`src/rtl/pc_redirect_ctrl_pkg.sv`:
```
// Shared definitions for the PC redirect controller: FSM state codes, pending-kind enum, address width.
// The optional performance counters are enabled with PC_REDIRECT_PERF_EN.
`ifndef addrWidth
`define addrWidth 32
`endif

package pc_redirect_ctrl_pkg;

  localparam int ADDR_W_DEF = `addrWidth;

  localparam logic [1:0] ST_RUN   = 2'd0;
  localparam logic [1:0] ST_BWAIT = 2'd1;
  localparam logic [1:0] ST_PEND  = 2'd2;

  typedef enum logic {
    KIND_JUMP   = 1'b0,
    KIND_BRANCH = 1'b1
  } pend_kind_t;

endpackage

```
`src/rtl/pc_redirect_ctrl_sat_counter32.sv`:
```
// 32-bit event counter that sticks at all-ones instead of wrapping.
// Instantiated by pc_redirect_ctrl only when PC_REDIRECT_PERF_EN is defined.
module sat_counter32 (
  input  logic        clk,
  input  logic        rst,
  input  logic        inc,
  output logic [31:0] count
);

  logic [31:0] count_reg;

  always_ff @(posedge clk or posedge rst) begin
    if (rst) begin
      count_reg <= '0;
    end else if (inc && (count_reg != 32'hFFFF_FFFF)) begin
      count_reg <= count_reg + 32'd1;
    end
  end

  assign count = count_reg;

endmodule

```
`src/rtl/pc_redirect_ctrl.sv`:
```
// Steers PC redirects from decoder jumps and resolved branches, holding them while the pipeline stalls.
// Define PC_REDIRECT_PERF_EN to build the stall/redirect performance counters.
module pc_redirect_ctrl
  import pc_redirect_ctrl_pkg::*;
#(
  parameter int ADDR_W = ADDR_W_DEF
) (
  input  logic              clk,
  input  logic              rst,
  input  logic              stall_req,
  input  logic              dec_jump_valid,
  input  logic [ADDR_W-1:0] dec_jump_offset,
  input  logic              dec_branch,
  input  logic              br_resolve_valid,
  input  logic              br_taken,
  input  logic [ADDR_W-1:0] br_offset,
  output logic              pc_stall,
  output logic              pc_offset_valid,
  output logic [ADDR_W-1:0] pc_offset,
  output logic              branch_offset_valid,
  output logic [ADDR_W-1:0] branch_offset,
  output logic              ifid_flush,
  output logic [31:0]       perf_stall_cnt,
  output logic [31:0]       perf_redirect_cnt
);

  logic [1:0]        state_reg, state_next;
  logic              pend_valid_reg, pend_valid_next;
  pend_kind_t        pend_kind_reg, pend_kind_next;
  logic [ADDR_W-1:0] pend_off_reg, pend_off_next;

  logic              stall_c;
  logic              jump_c;
  logic              branch_c;
  logic              flush_c;
  logic [ADDR_W-1:0] jump_off_c;
  logic [ADDR_W-1:0] branch_off_c;

  always_ff @(posedge clk or posedge rst) begin
    if (rst) begin
      state_reg      <= ST_RUN;
      pend_valid_reg <= 1'b0;
      pend_kind_reg  <= KIND_JUMP;
      pend_off_reg   <= '0;
    end else begin
      state_reg      <= state_next;
      pend_valid_reg <= pend_valid_next;
      pend_kind_reg  <= pend_kind_next;
      pend_off_reg   <= pend_off_next;
    end
  end

  always_comb begin
    state_next      = state_reg;
    pend_valid_next = pend_valid_reg;
    pend_kind_next  = pend_kind_reg;
    pend_off_next   = pend_off_reg;
    stall_c         = 1'b0;
    jump_c          = 1'b0;
    branch_c        = 1'b0;
    flush_c         = 1'b0;
    jump_off_c      = '0;
    branch_off_c    = '0;

    case (state_reg)
      ST_RUN: begin
        // A jump outranks a branch decoded in the same cycle; the branch is dropped.
        if (dec_jump_valid) begin
          if (!stall_req) begin
            jump_c     = 1'b1;
            jump_off_c = dec_jump_offset;
            flush_c    = 1'b1;
          end else begin
            pend_valid_next = 1'b1;
            pend_kind_next  = KIND_JUMP;
            pend_off_next   = dec_jump_offset;
            state_next      = ST_PEND;
          end
        end else if (dec_branch) begin
          stall_c    = 1'b1;
          state_next = ST_BWAIT;
        end
      end

      ST_BWAIT: begin
        if (!br_resolve_valid) begin
          stall_c = 1'b1;
        end else begin
          state_next = ST_RUN;
          if (br_taken) begin
            if (!stall_req) begin
              branch_c     = 1'b1;
              branch_off_c = br_offset;
              flush_c      = 1'b1;
            end else begin
              pend_valid_next = 1'b1;
              pend_kind_next  = KIND_BRANCH;
              pend_off_next   = br_offset;
              state_next      = ST_PEND;
            end
          end
        end
      end

      ST_PEND: begin
        if (!stall_req) begin
          if (pend_valid_reg) begin
            flush_c = 1'b1;
            if (pend_kind_reg == KIND_JUMP) begin
              jump_c     = 1'b1;
              jump_off_c = pend_off_reg;
            end else begin
              branch_c     = 1'b1;
              branch_off_c = pend_off_reg;
            end
          end
          pend_valid_next = 1'b0;
          pend_off_next   = '0;
          state_next      = ST_RUN;
        end
      end

      default: begin
        state_next      = ST_RUN;
        pend_valid_next = 1'b0;
      end
    endcase

    stall_c = stall_c | stall_req;
  end

  // Outputs are Mealy; reset must silence them immediately, not at the next edge.
  assign pc_stall            = stall_c & ~rst;
  assign pc_offset_valid     = jump_c & ~rst;
  assign pc_offset           = rst ? '0 : jump_off_c;
  assign branch_offset_valid = branch_c & ~rst;
  assign branch_offset       = rst ? '0 : branch_off_c;
  assign ifid_flush          = flush_c & ~rst;

`ifdef PC_REDIRECT_PERF_EN
  sat_counter32 u_stall_cnt (
    .clk   (clk),
    .rst   (rst),
    .inc   (pc_stall),
    .count (perf_stall_cnt)
  );

  sat_counter32 u_redir_cnt (
    .clk   (clk),
    .rst   (rst),
    .inc   (pc_offset_valid | branch_offset_valid),
    .count (perf_redirect_cnt)
  );
`else
  assign perf_stall_cnt    = 32'd0;
  assign perf_redirect_cnt = 32'd0;
`endif

endmodule

```
`config.mk`:
```
export PLATFORM = sky130hd
export DESIGN_NAME = pc_redirect_ctrl
export DESIGN_NICKNAME = d
export VERILOG_FILES = /design/src/rtl/pc_redirect_ctrl_pkg.sv /design/src/rtl/pc_redirect_ctrl_sat_counter32.sv /design/src/rtl/pc_redirect_ctrl.sv
export SDC_FILE = /design/constraint.sdc
export NUM_CORES = 1
export LEC_CHECK = 0
export BUFFER_PORTS_ARGS = -buffer_cell sky130_fd_sc_hd__buf_2
export CORE_MARGIN = 2
export CORE_UTILIZATION = 49
export DETAILED_ROUTE_END_ITERATION = 8
export GPL_TIMING_DRIVEN = 0
export HOLD_SLACK_MARGIN = 0.15
export PLACE_DENSITY_LB_ADDON = 0.15
export SLEW_MARGIN = 15
export SYNTH_ARGS = -nofsm -noshare
export SYNTH_HDL_FRONTEND = slang
export SYNTH_HIERARCHICAL = 1
export SYNTH_SLANG_ARGS = --single-unit
```
`constraint.sdc`:
```
create_clock -name clk -period 3.8 [get_ports clk]
set_clock_uncertainty 0.1 [all_clocks]
set_input_delay 0.38 -clock clk [delete_from_list [all_inputs] [get_ports clk]]
set_output_delay 0.38 -clock clk [all_outputs]
set_load 0.01 [all_outputs]
```
# Word-level counts from Yosys, hierarchy flattened
# Index checks and enable logic that the tools add are counted.
[word_totals]
regBits = 36
latch_bits = 0
ramBits = 0
rom_bits = 0
out_inout_bits = 132
mem_count = 0
[classes]
addsub = 0
mul = 0
div_mod_pow = 0
n_lt_le_gt_ge = 0
n_eq_ne = 10
shifts = 0
n_mux = 61
bitwise_logic = 6
n_reduce_logical = 7
[op_table]
columns = ["op", "n"]
rows = [
  ["32-bit 2-to-1 mux", 19],
  ["32-bit one-hot mux with 2 select lines", 2],
  ["32-bit one-hot mux with 3 select lines", 1],
  ["1-bit 2-to-1 mux", 25],
  ["2-bit 2-to-1 mux", 7],
  ["2-bit != test, second input constant", 6],
  ["1-bit one-hot mux with 2 select lines", 4],
  ["4-bit AND reduction", 2],
  ["7-bit AND reduction", 1],
  ["3-bit != test, second input constant", 2],
  ["1-bit one-hot mux with 3 select lines", 2],
  ["2-bit one-hot mux with 3 select lines", 1],
  ["6-bit AND reduction", 1],
  ["1-bit bitwise AND", 4],
  ["3-bit nonzero test", 1],
  ["2-bit by 1-bit == test with 1-bit output, second input constant", 1],
  ["2-bit == test, second input constant", 1],
  ["2-bit logical NOT", 1],
  ["2-bit nonzero test", 1],
  ["1-bit NOT", 1],
  ["1-bit bitwise OR", 1],
]

# Logic depth before layout (Yosys ltp)
# Gate-level depths: netlist (run 1).
[logic_depth]
depth_word = 5
ltp_mapped = 8
mapped_depth_nobuf = 5

# Worst setup path before layout (run 1)
# Ideal clock, no wire load.
[synth_timing]
path_type = "input port to output port"
startpoint = "in rst"
endpoint = "out pc_offset[10]"
arrival_ns = 1.950
required_time_ns = 3.320
setup_slack_ns = 1.370
cell_stages = 4
path_buffers = 1
path_cell_list = "inv_1 > o21ai_1 > clkbuf_1 > nor2_1"
[synth_between]
elab_chain_cells = 1
[synth_lines]
columns = ["element", "line_no", "rtl"]
rows = [
  ["start, declared", "pc_redirect_ctrl.sv:9", "input logic rst,"],
  ["32-bit 2-to-1 mux", "pc_redirect_ctrl.sv:135", "assign pc_offset = rst ? '0 : jump_off_c;"],
  ["end, declared", "pc_redirect_ctrl.sv:19", "output logic [ADDR_W-1:0] pc_offset,"],
]
# No other way between the ends.

# Final worst setup path (run 1)
[layout_timing]
startpoint = "reg state_reg[1]"
endpoint = "out pc_offset[20]"
[layout_between]
elab_chain_cells = 3
word_cells_on_any_way = 4
[layout_lines]
columns = ["element", "line_no", "rtl"]
rows = [
  ["start, declared", "pc_redirect_ctrl.sv:27", "logic [1:0] state_reg, state_next;"],
  ["start signal, assigned", "pc_redirect_ctrl.sv:46", "state_reg <= state_next;"],
  ["2-bit == test / 2-bit logical NOT (equally long branches)", "pc_redirect_ctrl.sv:65", "case (state_reg)"],
  ["32-bit one-hot mux with 2 select lines (*)", "pc_redirect_ctrl.sv:65", ""],
  ["32-bit 2-to-1 mux (*)", "pc_redirect_ctrl.sv:135", ""],
]
# Mark *: on every way between the ends. The rest lies on a longest branch, timed or not.

==> results of run 1 <==
critical path, stage by stage (launching register included):
cell,delay (ns)
dfrtp_1,0.44
inv_1,0.10
ha_1,0.16
buf_6,0.13
and3b_1,0.16
clkbuf_1,0.38
clkbuf_1,0.44
a22oi_1,0.20
nor2_1,0.11
buf_2,0.13
metrics by stage:
stage | util (%) | area [um2]
after floorplan | - | 3820
after global placement | 64.7 | 4640
after detailed placement | 64.9 | 4660
after CTS | 66.3 | 4760
after global routing | 66.3 | 4760
final | 66.3 | 4760
power by group through the flow:
stage	Clock, W	Sequential, W	Combinational, W
6_report	0.000279	0.000731	0.00185
5_1_grt	0.000301	0.000749	0.00202
4_1_cts	0.000282	0.000724	0.00185
3_5_place_dp	0	0.000722	0.00185
3_3_place_gp	0	0.000718	0.00180
2_1_floorplan	0	0.000672	0.00144
how the worst max path moves through the flow:
stage	slack, ns	to	startpoint
floorplan	1.37	pc_offset[10]	rst
global placement	0.53	pc_offset[29]	rst
detailed placement	1.11	pc_offset[20]	state_reg[0]
CTS	0.77	pc_offset[20]	state_reg[0]
global route	0.49	pc_offset[5]	state_reg[0]
finish	0.77	pc_offset[20]	state_reg[1]
kinds of logic (layout without fill, tap and decap cells):
group | after synthesis | in the layout
AO/OA/AOI/OAI | 111 | 111
adder cells (fa/ha/maj) | 4 | 4
buffers and inverters | 143 | 291
flip-flops | 36 | 36
multiplexers | 32 | 32
other | 1 | 64
AND/OR/NAND/NOR | 118 | 118
Yosys cell counts (all sizes together), types with 3 or more instances:
cell,instances
dfrtp,36
o21ai,34
buf,73
inv,37
nand3,33
nor2,69
ha,4
a22oi,32
clkbuf,33
nor2b,3
mux2,32
a32oi,33
layout make-up:
cell class	instances	area, um2
fill	657	2420
multi-input combinational	329	2120
sequential	36	901
timing repair buffer	140	721
buffer	106	669
inverter	37	139
tap	99	124
clock buffer	8	90.1
what timing repair did:
action / in CTS / in global routing
gates resized for setup: 0 / 0
endpoints found under the hold margin: 36 / 0
hold buffers: 1 / 0
buffers inserted: 0 / 0
per-layer routing:
layer | global-route usage, % | part of all wire [%]
met1 | 33.6 | 42
met2 | 43.0 | 49
met3 | 3.75 | 7.1
met4 | 8.82 | 1.4
met5 | 0 | 0.11
==> results.sh, run 1 <==
export IMPL_grt_overflow_total=0
export IMPL_via_per_inst=4.99
export IMPL_powerDensity_nw_per_um2=600
export IMPL_io_buffers=138
export IMPL_power_switching_share_pct=45.4
export IMPL_crit_type="flop to primary output"
export IMPL_ys_warn_count=6
export IMPL_start_kind="flop"
export IMPL_synth_edf_count=0
export IMPL_htreeDepth=2
export IMPL_synth_top_family_by_area="compound AO/OA/AOI/OAI gates"
export IMPL_hold_path_cell_count=3
export IMPL_p_clk_share_pct=9.8
export IMPL_grtUsageTotal_pct=25.6
export IMPL_maxCapViolations=0
export IMPL_hold_end="pend_kind_reg"
export IMPL_crit_fanout=10
export IMPL_relSlewSlack_pct=62.8
export IMPL_place_congestion=0.867
export IMPL_period_minus_slack_ns=3.03
export IMPL_clock_latency_ns=0.28
export IMPL_clockBufferDepth=2
export IMPL_routed_wl_um=10400
export IMPL_ys_seq_area_share_pct=25.1
export IMPL_synth_xor_area_share_pct=0
export IMPL_wl_per_cell_um=13.8
export IMPL_p_seq_share_pct=25.6
export IMPL_fin_hold_ws_ns=0.328
export IMPL_cts_tree="yes"
export IMPL_status="completed"
export IMPL_finalSetupViolations=0
export IMPL_grt_max_degree=37
export IMPL_synth_area_um2=3590
export IMPL_syn_area_per_cell_um2=8.06
export IMPL_dp_hpwl_um=7940
export IMPL_synth_ff_type="dfrtp_1"
export IMPL_synth_cell_types=38
export IMPL_ff2ff_path_depth=7
export IMPL_end_kind="primary output"
export IMPL_place_ws_ns=1.11
export IMPL_synth_area_leaders="dfrtp_1, buf_4, mux2_4, a32oi_1, nor2_1"
export IMPL_synth_top_area_share_pct=25.1
export IMPL_tightest_slew_ns=0.554
export IMPL_cts_buffers=5
export IMPL_dieHeight_um=89.6
export IMPL_power_total_w=0.00286
export IMPL_drive_above_1_share_pct=38.1
export IMPL_drt_pre_antenna_iters=4
export IMPL_final_cells=755
export IMPL_fmax_mhz=330
export IMPL_synth_compound_area_share_pct=22.7
export IMPL_cp_required_ns=3.32
export IMPL_setup_tns_ns=0
export IMPL_min_from="dec_jump_valid"
export IMPL_hold_viol=0
export IMPL_hold_class="input pin to flop"
export IMPL_most_common_layout_cells="buf_2, nor2_1, buf_4, conb_1"
export IMPL_die_x_um=89.6
export IMPL_vias=3769
export IMPL_async_reset_ff_share_pct=100
export IMPL_start_util_pct=50.0
export IMPL_setup_ws_ns=0.770
export IMPL_final_nets=730
export IMPL_synthCells=445
export IMPL_p_comb_share_pct=64.7
export IMPL_yosys_area_share_simple_pct=15.0
export IMPL_worstReg2RegStart="state_reg[0]"
export IMPL_finalMaxSlewViolations=0
export IMPL_leakage_nw=2.51
export IMPL_synth_area_mux_share_pct=13.2
export IMPL_die_area_um2=8020
export IMPL_grt_antenna_before_repair=1
export IMPL_synth_adder_area_share_pct=1.39
export IMPL_drc=0
export IMPL_largest_reg_flops=32
export IMPL_core_um2=7180
export IMPL_peakVddDrop_v=0.000337
export IMPL_area_delta_synth_final_pct=32.6
export IMPL_rows=31
export IMPL_cts_sinks=36
export IMPL_clk_pin_slew_worst_paths_ns=0.07
export IMPL_grt_setup_unrepaired="false"
export IMPL_final_common_cell="buf_2"
export IMPL_p_int_w=0.00156
export IMPL_io_pins=203
export IMPL_period_share_pct=79.7
export IMPL_yosys_area_top_type="dfrtp_1"
export IMPL_cp_arrival_ns=2.55
export IMPL_diodes=0
export IMPL_cts_root_buffer="clkbuf_8"
export IMPL_grt_pass1_wl_um=16100
export IMPL_placedCellCount=746
export IMPL_synth_seq_cells=36
export IMPL_r2r_end="pend_off_reg[27]"
export IMPL_r2r_setup_slack_ns=1.24
export IMPL_drtIter0Drc=168
export IMPL_p_sw_w=0.00130
export IMPL_ant_nets=0
export IMPL_grt_pass1_vias=3471
Note: power is estimated with default switching activity, not from simulation.
==> run 2, diff against run 1 <==
- CORE_UTILIZATION: 49 -> 45
- clock period: 3.8 -> 3.1 ns (I/O delays scaled with it)
==> run 2 against run 1 <==
Core utilization fell by 4.8 points. Setup slack worse by 0.52 ns. Power up 23%. Largest cell class unchanged. Critical path depth fell by 1. Non-clock buffer count did not move. Register-to-register slack worse by 0.76 ns. First-iteration DRC count rose by 1.2%. Sequential cell count is the same. Combinational power grew 24%. Critical path type unchanged. Sequential power increased by 22%. Largest power group unchanged. Clock power rose by 12%. Final cell count rose by 0.26%.
==> results.sh, run 2 (synthesis results as in run 1) <==
export IMPL_status="completed"
export IMPL_cp_arrival_ns=2.45
export IMPL_cts_tree="yes"
export IMPL_final_common_cell="buf_2"
export IMPL_area_delta_synth_final_pct=32.6
export IMPL_grt_pass1_wl_um=17400
export IMPL_dp_hpwl_um=8210
export IMPL_start_kind="flop"
export IMPL_leakage_nw=2.53
export IMPL_period_minus_slack_ns=2.86
export IMPL_drc=0
export IMPL_worst_path_stages=8
export IMPL_r2r_setup_slack_ns=0.48
export IMPL_start_util_pct=46.4
export IMPL_grt_setup_unrepaired="false"
export IMPL_clock_latency_ns=0.28
export IMPL_clockBufferDepth=2
export IMPL_end_kind="primary output"
export IMPL_diodes=0
export IMPL_rows=32
export IMPL_cts_buffers=5
export IMPL_io_buffers=138
export IMPL_dieHeight_um=93.3
export IMPL_largest_reg_flops=32
export IMPL_hold_class="input pin to flop"
export IMPL_cp_startpoint="state_reg[0]"
export IMPL_final_nets=730
export IMPL_clk_pin_slew_worst_paths_ns=0.07
export IMPL_grt_antenna_before_repair=0
export IMPL_grt_overflow_total=0
export IMPL_vias=3840
export IMPL_fmax_mhz=350
export IMPL_critPathMaxStageDelay_ns=0.44
export IMPL_cts_sinks=36
export IMPL_postPlaceCellArea_um2=4660
export IMPL_period_share_pct=92.1
export IMPL_fin_area_um2=4760
export IMPL_powerDensity_nw_per_um2=736
export IMPL_die_area_um2=8700
export IMPL_grtUsageTotal_pct=24.8
export IMPL_maxCapViolations=0
export IMPL_finalMaxSlewViolations=0
export IMPL_hold_viol=0
export IMPL_worstSetupEndpoint="pc_offset[25]"
export IMPL_drt_pre_antenna_iters=5
export IMPL_tightest_slew_ns=0.585
export IMPL_wl_per_cell_um=14.5
export IMPL_ant_nets=0
export IMPL_die_x_um=93.3
export IMPL_grt_max_degree=37
export IMPL_core_um2=7730
export IMPL_cts_root_buffer="clkbuf_8"
export IMPL_most_common_layout_cells="buf_2, nor2_1, buf_4, conb_1"
export IMPL_grt_pass1_vias=3662
export IMPL_crit_family="buffers and inverters"
export IMPL_cp_required_ns=2.69
export IMPL_htreeDepth=2
export IMPL_r2r_end="pend_off_reg[21]"
export IMPL_worstReg2RegStart="state_reg[0]"
export IMPL_cpMaxStageDelayCell="dfrtp_1"
export IMPL_via_per_inst=5.07
export IMPL_peakVddDrop_v=0.000431
export IMPL_finalSetupViolations=0
export IMPL_path_buf_inv=4
export IMPL_crit_chain="inv_1, ha_1, nor4bb_1, clkbuf_1, clkbuf_2, a22oi_1, nor2_1, buf_2"
export IMPL_crit_fanout=10
export IMPL_drive_above_1_share_pct=39.1
export IMPL_place_congestion=0.811
export IMPL_setup_tns_ns=0
export IMPL_drtIter0Drc=170
export IMPL_crit_type="flop to primary output"
export IMPL_relSlewSlack_pct=61.0
export IMPL_io_pins=203
export IMPL_ff2ff_path_depth=6
export IMPL_routed_wl_um=10900
==> run 2: changes by cell type in the layout (fill, tap and decap cells not counted) <==
cell	previous run	this run
clkinv_2	0	1
clkbuf_8	6	5
clkbuf_2	0	6
clkbuf_1	35	28
==> run 2: repair_timing <==
item | CTS | global route
gates resized for setup | 0 | 12
endpoints found under the hold margin | 36 | 0
hold buffers | 1 | 0
setup endpoints to repair | 0 | 30
buffers inserted | 0 | 0
==> run 2: worst register-to-register path: stages, from the launching register on <==
cell and delay, ns:
dfrtp_1 0.44, inv_1 0.11, ha_1 0.29, or3b_4 0.43
a2111oi_4 0.56, buf_6 0.27, mux2_4 0.32
==> run 2: final cells by class <==
class / count / area, um2
clock inverter: 1 / 5.00
inverter: 37 / 139
multi-input combinational: 329 / 2120
sequential: 36 / 901
timing repair buffer: 140 / 721
fill: 724 / 2970
tap: 102 / 128
clock buffer: 6 / 72.6
buffer: 106 / 677
==> run 2: power by group <==
part / internal (W) / total, W / switching, W
registers: 0.000694 / 0.000891 / 0.000196
logic: 0.00104 / 0.00230 / 0.00126
clock network: 0.000153 / 0.000312 / 0.000159
==> run 2: how the worst min path moves through the flow <==
stage,from,end,slack [ns],depth (start not counted)
after floorplan,pend_kind_reg,pend_kind_reg,0.37,1
after global placement,pend_kind_reg,pend_kind_reg,0.39,1
after detailed placement,rst,state_reg[0],0.1,2
after CTS,dec_jump_valid,pend_kind_reg,0.28,3
after global routing,dec_jump_valid,pend_kind_reg,0.30,3
final,dec_jump_valid,pend_kind_reg,0.28,3
==> run 2: layer usage <==
metal / up-vias / global-route usage, % / part of all wire (%)
met2: 188 / 41.5 / 48
met1: 1778 / 32.1 / 42
met3: 17 / 5.64 / 9.0
met5: - / 0 / 0
li1: 1857 / - / -
met4: 0 / 6.62 / 1.6
==> run 2: metrics by stage <==
stage	utilization [%]	hold WS [ns]	instances	setup WS [ns]	power (W)
5_1_grt	61.6	0.305	757	0.0449	0.00376
3_3_place_gp	60.1	0.393	748	-0.119	0.00310
3_5_place_dp	60.3	0.0993	749	0.439	0.00317
6_report	61.6	0.283	757	0.245	0.00350
2_1_floorplan	-	0.371	508	0.769	0.00259
4_1_cts	61.5	0.276	757	0.123	0.00349
==> run 3, diff against run 2 <==
- PLACE_DENSITY: not set -> 0.85
- PLACE_DENSITY_LB_ADDON: 0.15 -> not set
==> run 3 against run 2 <==
First-iteration DRC count increased by 40%. Sequential share of layout area decreased by 0.17 points. Core utilization increased by 0.55 points. Power increased by 3.9%. Wire length decreased by 1.5%. Global-route usage decreased by 0.64 points. Register-to-register slack improved by 0.02 ns. Die area unchanged.
==> results.sh, run 3 (synthesis results as in run 1) <==
export IMPL_crit_fanout=10
export IMPL_grt_overflow_total=0
export IMPL_grt_setup_unrepaired="false"
export IMPL_critPathMaxStageDelay_ns=0.44
export IMPL_cp_arrival_ns=2.53
export IMPL_post_cts_buffers=0
export IMPL_maxCapViolations=0
export IMPL_vias=3861
export IMPL_clk_pin_slew_worst_paths_ns=0.07
export IMPL_r2r_setup_slack_ns=0.50
export IMPL_crit_type="flop to primary output"
export IMPL_diodes=0
export IMPL_crit_chain="inv_1, ha_1, nor4bb_1, clkbuf_1, buf_1, a22oi_1, nor2_1, buf_2"
export IMPL_drtIter0Drc=238
export IMPL_status="completed"
export IMPL_die_area_um2=8700
export IMPL_start_util_pct=46.4
export IMPL_cp_startpoint="state_reg[0]"
export IMPL_hold_viol=0
export IMPL_peakVddDrop_v=0.000433
export IMPL_path_buf_inv=4
export IMPL_dieHeight_um=93.3
export IMPL_dp_hpwl_um=8060
export IMPL_wl_per_cell_um=14.2
export IMPL_drt_pre_antenna_iters=7
export IMPL_grt_pass1_vias=3504
export IMPL_ant_nets=0
export IMPL_fmax_mhz=340
export IMPL_io_pins=203
export IMPL_start_kind="flop"
export IMPL_period_share_pct=94.8
export IMPL_r2r_end="pend_off_reg[14]"
export IMPL_cts_root_buffer="clkbuf_8"
export IMPL_io_buffers=138
export IMPL_crit_family="buffers and inverters"
export IMPL_fin_area_um2=4800
export IMPL_cpMaxStageDelayCell="dfrtp_1"
export IMPL_grtUsageTotal_pct=24.1
export IMPL_clockBufferDepth=2
export IMPL_grt_pass1_wl_um=17000
export IMPL_cts_buffers=5
export IMPL_finalSetupViolations=0
export IMPL_drc=0
export IMPL_rows=32
export IMPL_drive_above_1_share_pct=38.6
export IMPL_worst_path_stages=8
export IMPL_ff2ff_path_depth=7
export IMPL_routed_wl_um=10800
export IMPL_end_kind="primary output"
export IMPL_cts_sinks=36
export IMPL_grt_antenna_before_repair=0
export IMPL_clock_latency_ns=0.29
export IMPL_tightest_slew_ns=0.587
export IMPL_largest_reg_flops=32
export IMPL_core_um2=7730
export IMPL_area_delta_synth_final_pct=33.8
export IMPL_post_route_util_pct=62.1
export IMPL_via_per_inst=5.09
export IMPL_die_x_um=93.3
export IMPL_hold_class="input pin to flop"
export IMPL_worstReg2RegStart="state_reg[0]"
export IMPL_cts_tree="yes"
export IMPL_grt_max_degree=37
export IMPL_worstSetupEndpoint="pc_offset[12]"
export IMPL_most_common_layout_cells="buf_2, nor2_1, buf_4, conb_1"
export IMPL_final_nets=730
export IMPL_htreeDepth=2
export IMPL_cp_required_ns=2.69
export IMPL_leakage_nw=2.54
export IMPL_postPlaceCellArea_um2=4640
export IMPL_place_congestion=0.857
export IMPL_final_common_cell="buf_2"
export IMPL_period_minus_slack_ns=2.94
export IMPL_powerDensity_nw_per_um2=758
export IMPL_finalMaxSlewViolations=0
export IMPL_relSlewSlack_pct=60.6
-- run 3: cell count changes in the layout (fill, tap and decap cells not counted), sizes merged --
cell / change
buf: +1
bufinv: +1
clkinv: -1
-- run 3: through the flow --
step                      worst slack [ns]  setup TNS, ns  total power (W)  instances  hold WS, ns
after floorplan                      0.769              0          0.00259        508        0.371
after global placement             -0.0901          -1.32          0.00309        748        0.392
after detailed placement             0.484              0          0.00316        748        0.423
after CTS                            0.178              0          0.00363        758        0.286
after global routing               0.00550              0          0.00389        758        0.300
final                                0.162              0          0.00364        758        0.285
-- run 3: layer usage --
layer | vias up | wire, um | track usage [%] | part of all wire, %
li1 | 1860 | - | - | -
met1 | 1760 | 4350 | 31.9 | 40
met2 | 226 | 5390 | 40.6 | 50
met3 | 15 | 936 | 3.63 | 8.7
met4 | 0 | 108 | 7.60 | 1.0
met5 | - | 0 | 0 | 0
-- run 3: where the power goes --
group	internal, W	total (W)	switching (W)
Clock	0.000284	0.000455	0.000172
Combinational	0.00104	0.00230	0.00126
Sequential	0.000694	0.000886	0.000192
-- run 3: worst reg2reg max path, delay by kind of cell, from the launching register on --
family / cells / cell delay, ns
mux: 1 / 0.32
buf+inv: 3 / 0.49
fa+ha+maj: 1 / 0.21
compound gates: 1 / 0.55
flops: 1 / 0.43
simple gates: 1 / 0.38
-- run 3: layout make-up --
class                           count  area (um2)
Buffer                            106         671
Fill cell                         704        2930
Clock inverter                      1        30.0
Timing Repair Buffer              140         721
Inverter                           37         139
Clock buffer                        7        96.3
Sequential cell                    36         901
Multi-Input combinational cell    329        2120
Tap cell                          102         128
-- run 3: timing repair --
action | 4_1_cts | 5_1_grt
gates resized for setup | 0 | 3
endpoints found under the hold margin | 36 | 0
hold buffers | 2 | 0
endpoints found under the setup margin | 0 | 9
-- run 3: worst min path at each step --
| stage | slack [ns] | cells past startpoint | start | endpoint |
|---|---|---|---|---|
| floorplan | 0.37 | 1 | pend_kind_reg | pend_kind_reg |
| global placement | 0.39 | 1 | pend_kind_reg | pend_kind_reg |
| detailed placement | 0.42 | 2 | rst | state_reg[1] |
| CTS | 0.29 | 3 | dec_jump_valid | pend_kind_reg |
| global route | 0.30 | 3 | dec_jump_valid | pend_kind_reg |
| finish | 0.28 | 3 | dec_jump_valid | pend_kind_reg |
